<file path="config.mk">
export PLATFORM = sky130hd
export DESIGN_NAME = aes_xd
export DESIGN_NICKNAME = d
export VERILOG_FILES = /design/src/rtl/aes_xd.sv
export SDC_FILE = /design/constraint.sdc
export NUM_CORES = 1
export LEC_CHECK = 0
export CORE_ASPECT_RATIO = 2
export CORE_MARGIN = 3
export CORE_UTILIZATION = 55
export DETAILED_ROUTE_END_ITERATION = 10
export HOLD_SLACK_MARGIN = 0.1
export PLACE_DENSITY = 0.71
export SYNTH_ARGS = -nofsm -noshare
export SYNTH_HDL_FRONTEND = slang
export SYNTH_SLANG_ARGS = --single-unit
</file>
<file path="constraint.sdc">
create_clock -name clk -period 5.44 [get_ports clk]
set_input_delay 1.36 -clock clk [delete_from_list [all_inputs] [get_ports clk]]
set_output_delay 1.36 -clock clk [all_outputs]
set_load 0.05 [all_outputs]
</file>
<file path="src/rtl/aes_xd.sv">
// aes_xd: export-build AES stand-in with a real core's handshake and latency.
// It applies a key-derived XOR with optional block chaining and no cryptography.
module aes_xd #(
  parameter int DW  = 32,
  parameter int LAT = 10
) (
  input  logic          clk,
  input  logic          rstn,
  input  logic          en,
  input  logic          go,
  input  logic [1:0]    ksize,
  input  logic          mode,
  input  logic [DW-1:0] key,
  input  logic          key_vld,
  output logic          key_req,
  input  logic [DW-1:0] din,
  input  logic          din_vld,
  output logic          din_req,
  output logic [DW-1:0] dout,
  output logic          dout_vld,
  input  logic          dout_rdy,
  output logic          busy
);

  localparam int NW  = 128 / DW;
  localparam int NKX = 256 / DW;

  typedef enum logic [2:0] {
    S_IDLE,
    S_KEY,
    S_DATA,
    S_CALC,
    S_OUT
  } state_t;

  state_t        r_state;
  state_t        w_nxt;
  logic [255:0]  r_kr;
  logic [127:0]  r_cr;
  logic [127:0]  r_din;
  logic [127:0]  r_obuf;
  logic [DW-1:0] r_dout;
  logic [2:0]    r_widx;
  logic [2:0]    r_nkm1;
  logic [7:0]    r_lat;
  logic          r_mode;

  logic          w_hs;
  logic          w_ktx;
  logic          w_dtx;
  logic          w_otx;
  logic          w_klast;
  logic          w_dlast;
  logic          w_olast;
  logic [2:0]    w_nkm1;
  logic [2:0]    w_nidx;
  logic [255:0]  w_kr_nxt;
  logic [127:0]  w_din_nxt;
  logic [127:0]  w_ek;
  logic [127:0]  w_res;
  logic [DW-1:0] w_onext;

  // A go cycle owns the block: no word may transfer while it restarts.
  assign w_hs     = en & ~go;
  assign key_req  = w_hs & (r_state == S_KEY);
  assign din_req  = w_hs & (r_state == S_DATA);
  assign dout_vld = w_hs & (r_state == S_OUT);
  assign busy     = (r_state != S_IDLE);
  assign dout     = r_dout;

  assign w_ktx   = key_req & key_vld;
  assign w_dtx   = din_req & din_vld;
  assign w_otx   = dout_vld & dout_rdy;
  assign w_klast = (r_widx == r_nkm1);
  assign w_dlast = (r_widx == 3'(NW - 1));
  assign w_olast = (r_widx == 3'(NW - 1));
  assign w_nidx  = r_widx + 3'd1;

  assign w_ek  = r_kr[127:0] ^ r_kr[255:128];
  assign w_res = r_din ^ w_ek ^ (r_mode ? r_cr : 128'd0);

  always_comb begin
    case (ksize)
      2'd1:    w_nkm1 = 3'(192 / DW - 1);
      2'd2:    w_nkm1 = 3'(NKX - 1);
      default: w_nkm1 = 3'(NW - 1);
    endcase
  end

  always_comb begin
    w_kr_nxt = r_kr;
    for (int j = 0; j < NKX; j++) begin
      if (r_widx == 3'(j)) w_kr_nxt[j*DW +: DW] = key;
    end
  end

  always_comb begin
    w_din_nxt = r_din;
    for (int j = 0; j < NW; j++) begin
      if (r_widx == 3'(j)) w_din_nxt[j*DW +: DW] = din;
    end
  end

  always_comb begin
    w_onext = '0;
    for (int j = 0; j < NW; j++) begin
      if (w_nidx == 3'(j)) w_onext = r_obuf[j*DW +: DW];
    end
  end

  always_comb begin
    w_nxt = r_state;
    if (!en) begin
      w_nxt = S_IDLE;
    end else if (go) begin
      w_nxt = S_KEY;
    end else begin
      unique case (r_state)
        S_KEY:   if (w_ktx && w_klast) w_nxt = S_DATA;
        S_DATA:  if (w_dtx && w_dlast) w_nxt = S_CALC;
        S_CALC:  if (r_lat == 8'd0) w_nxt = S_OUT;
        S_OUT:   if (w_otx && w_olast) w_nxt = S_DATA;
        default: w_nxt = r_state;
      endcase
    end
  end

  always_ff @(posedge clk or negedge rstn) begin
    if (!rstn) begin
      r_state <= S_IDLE;
    end else begin
      r_state <= w_nxt;
    end
  end

  always_ff @(posedge clk or negedge rstn) begin
    if (!rstn) begin
      r_kr   <= '0;
      r_cr   <= '0;
      r_din  <= '0;
      r_obuf <= '0;
      r_dout <= '0;
      r_widx <= '0;
      r_nkm1 <= '0;
      r_lat  <= '0;
      r_mode <= 1'b0;
    end else if (en && go) begin
      r_kr   <= '0;
      r_cr   <= '0;
      r_din  <= '0;
      r_widx <= '0;
      r_lat  <= '0;
      r_nkm1 <= w_nkm1;
      r_mode <= mode;
    end else if (!en) begin
      // KR and CR survive; only the in-flight block position is dropped.
      r_widx <= '0;
      r_lat  <= '0;
    end else begin
      if (w_ktx) begin
        r_kr   <= w_kr_nxt;
        r_widx <= w_klast ? 3'd0 : w_nidx;
      end
      if (w_dtx) begin
        r_din  <= w_din_nxt;
        r_widx <= w_dlast ? 3'd0 : w_nidx;
        if (w_dlast) r_lat <= 8'(LAT - 1);
      end
      if (r_state == S_CALC) begin
        if (r_lat == 8'd0) begin
          r_obuf <= w_res;
          r_cr   <= w_res;
          r_dout <= w_res[DW-1:0];
        end else begin
          r_lat <= r_lat - 8'd1;
        end
      end
      if (w_otx) begin
        if (w_olast) begin
          r_widx <= 3'd0;
        end else begin
          r_widx <= w_nidx;
          r_dout <= w_onext;
        end
      end
    end
  end

endmodule
</file>
==> impl_results.md <==
- Die Height: between 300 and 400 um
- Slew HR: 23.2%
- Worst-path clk slew: around 0.070 ns
- Maximum clock path buffer count: 3
- Hold path depth: 1
- Critical Path Max Stage Delay: between 0.4 and 0.5 ns
- Rows: ~120
- Design Area, Final: 34900 um^2
- Sequential power share: between 40% and 50%
- Logic pwr share: between 10% and 20%
- CP Max Fanout: 15
- Sink Count: ~700
- Root buf cell: clkbuf_16
- Hold_ws: about 0.47 ns
- All-Layer GR Usage: 29.6%
- Biggest area consumer among synthesized cells: dfrtp_1
- Crit path DAT: 2.92 ns
- First-pass DRT Iterations: 6
- R2r worst-path depth: 7
- Net Sw Frac: between 20% and 30%
- # DRC: 0
- Maximum vdd drop: 0.448 mV
- Tightest Pin Transition: about 1.1 ns
- GRT Residual Overflow: 0
- Critical Path Start Type: input pin
- Crit path kind: input pin to output pin
- RSZ-0062 raised after global routing: false
- Port buffer count: roughly 110
- Most frequent cell after synthesis: dfrtp_1
- Num CTS Buffers: 59
- Ys async rst share: between 90% and 100%
- Vias in the first global route: 23100
- Fmax achieved: roughly 0.23 GHz
- Flops & latches, synth: just under 700
- Ys Warns: 0
- Core Area: ~55000 um^2
- Pleak: about 17 nW
- Pwr dens: ~360 nW/um^2
- NumNets Final: ~2900
- H-tree Lvls: 2
- Final ANT Viol Nets: 0
- Slowest CP cell: nor4b_1
- Critical Path End Type: output pin
- Mapped cell area: just over 30000 um^2
- HP Class: register to register
- Switching pwr: roughly 3.5 mW
- Fin crit period: ~4.3 ns
- Area growth syn-to-layout: 13.2%
- Synth Net Count: between 2000 and 3000
- Initial antenna violation count: 4
- Final Max Tran Viols: 0
- Global-route wire length before repair: around 140000 um
- Vias per inst: around 6.1
- Via Count: around 22000
- Post-cts hold buffer count: 0
- Outcome: complete, no violations
- Setup Skew: roughly 0.016 ns
- Final wirelength: between 80000 and 90000 um
- Critical path, cell by cell: clkdlybuf4s50_1 > buf_4 > nand2b_1 > nor4b_1 > buf_12
- Sum Neg Setup Slack: 0 ns
- Initial Util: a little under three fifths
- Final Util: a little over three fifths
- Main synth FF type: dfrtp_1
- Cell variety after synth: 50
- Worst endpoint required time: 4.08 ns
- I/O pin count: 110
- Ranking of synthesized cells by area: dfrtp_1, xnor2_1, a22o_1
- P_int: between 9 and 10 mW
- Top cell type's share of synthesized area: between 50% and 60%
- Setup-failing EPs final: 0
- Die Area: ~59000 um^2
- RePlAce Congestion: between 0.8 and 0.9
- Initial drt markers: about 1800
- Setup Fix Bufs, Post-CTS: 0
- Clk_lat worst skew: approximately 0.62 ns
- Post-DP Area: roughly 33000 um^2
- Clock network power share: between 30% and 40%
- CTS tree: done
- Synth cell count leaders: dfrtp_1, nand2_1, xnor2_1
- Fillers: 4312
- Tcrit/Tclk final: roughly four fifths
- DR WL/cell: between 20 and 25 um
- DP HPWL: between 50000 and 60000 um
- Avg Cell Area, Syn: roughly 11 um^2
- Post-CTS sizing: 0
- Number of synthesized flops with an enable pin: 0
- Total power: 12.6 mW
- Largest net degree at the start of global routing: 115
- Cells after Synth: 2822
- Maxcap violations: 0
- Sequential fraction of the synthesis area: roughly 56%
- Die width: around 170 um
- Layout cell share with drive strength beyond 1: about a tenth
- Final Hold Vio Count: 0
[routing by layer]
metal  global-route usage, %  part of all wire [%]  vias up
li1                        -                     -     9655
met1                    36.0                    38    11400
met3                    3.85                   6.3      276
met2                    51.7                    51      952
met4                    14.7                   5.1        2
met5                       0                0.0091        -
[state kept, by name, indices dropped and copies added, names as in the netlist]
| register | flops |
|---|---|
| r_nkm1 | 3 |
| r_kr | 256 |
| r_mode | 1 |
| r_cr | 128 |
| r_lat | 8 |
| r_obuf | 128 |
| dout | 32 |
| r_widx | 3 |
| r_state | 3 |
| r_din | 128 |
[layout make-up]
type | count | area [um^2] | area share [%]
diodes | 1 | 2.50 | 0.00716
inverters | 8 | 30.0 | 0.0860
multi-input cells | 1937 | 12800 | 36.8
clock inverters | 29 | 390 | 1.12
repair buffers | 167 | 1710 | 4.90
well taps | 744 | 931 | 2.66
clock buffers | 81 | 1750 | 5.01
flip-flops and latches | 690 | 17300 | 49.4
[logic make-up (layout without fill, tap and decap cells)]
logic type / count (synthesis) / after routing / synth area share [%]
xor+xnor: 391 / 391 / 11.1
buf+inv: 195 / 285 / 2.97
fa+ha+maj: 11 / 11 / 0.446
mux: 67 / 67 / 2.44
flops: 690 / 690 / 55.9
compound gates: 671 / 671 / 16.2
simple gates: 797 / 797 / 10.9
other cells: 0 / 1 / 0
[final timing paths]
check	startpoint	to	slack, ns
hold reg to reg	r_obuf[99]	r_obuf[99]	0.47
setup reg to reg	r_widx[2]	dout[5]	1.55
max in group asynchronous	rstn	r_din[115]	3.56
hold / removal	r_obuf[99]	r_obuf[99]	0.47
min in group asynchronous	rstn	r_obuf[9]	0.74
setup / recovery	en	din_req	1.16
[placed cells by master, fill, tap and decap left out, types with 7 or more instances in the layout]
cell type and n:
a21o_1 193, a21oi_1 38, a221o_1 32, a22o_1 250
and2_1 36, and3_1 7, buf_12 15, buf_4 46
bufinv_16 9, clkbuf_16 61, clkbuf_8 15, clkdlybuf4s50_1 105
clkinv_2 13, dfrtp_1 689, ha_1 9, inv_1 8
mux2_2 65, nand2_1 400, nand3_1 14, nor2_1 235
nor3_1 38, o21ai_0 128, o21ai_4 7, or2_2 32
xnor2_1 288, xor2_1 103
[power groups by stage]
stage | registers (mW) | logic [mW] | clock network, mW
floorplan | 6.29 | 0.881 | 0
global placement | 6.01 | 1.92 | 0
detailed placement | 6.03 | 1.97 | 0
CTS | 5.94 | 1.98 | 4.71
global route | 5.99 | 2.11 | 4.89
finish | 5.94 | 1.96 | 4.66
[per-stage QoR]
step,setup slack [ns],std cells
2_1_floorplan,0.525,2822
3_5_place_dp,1.10,3546
6_report,1.16,3657
3_3_place_gp,1.16,3546
5_1_grt,1.06,3657
4_1_cts,1.13,3656
[worst max-delay path, delay by kind of cell]
family / cells / cell delay (ns)
buf+inv: 3 / 0.96
simple gates: 2 / 0.60
(Power assumes the default switching activity.)
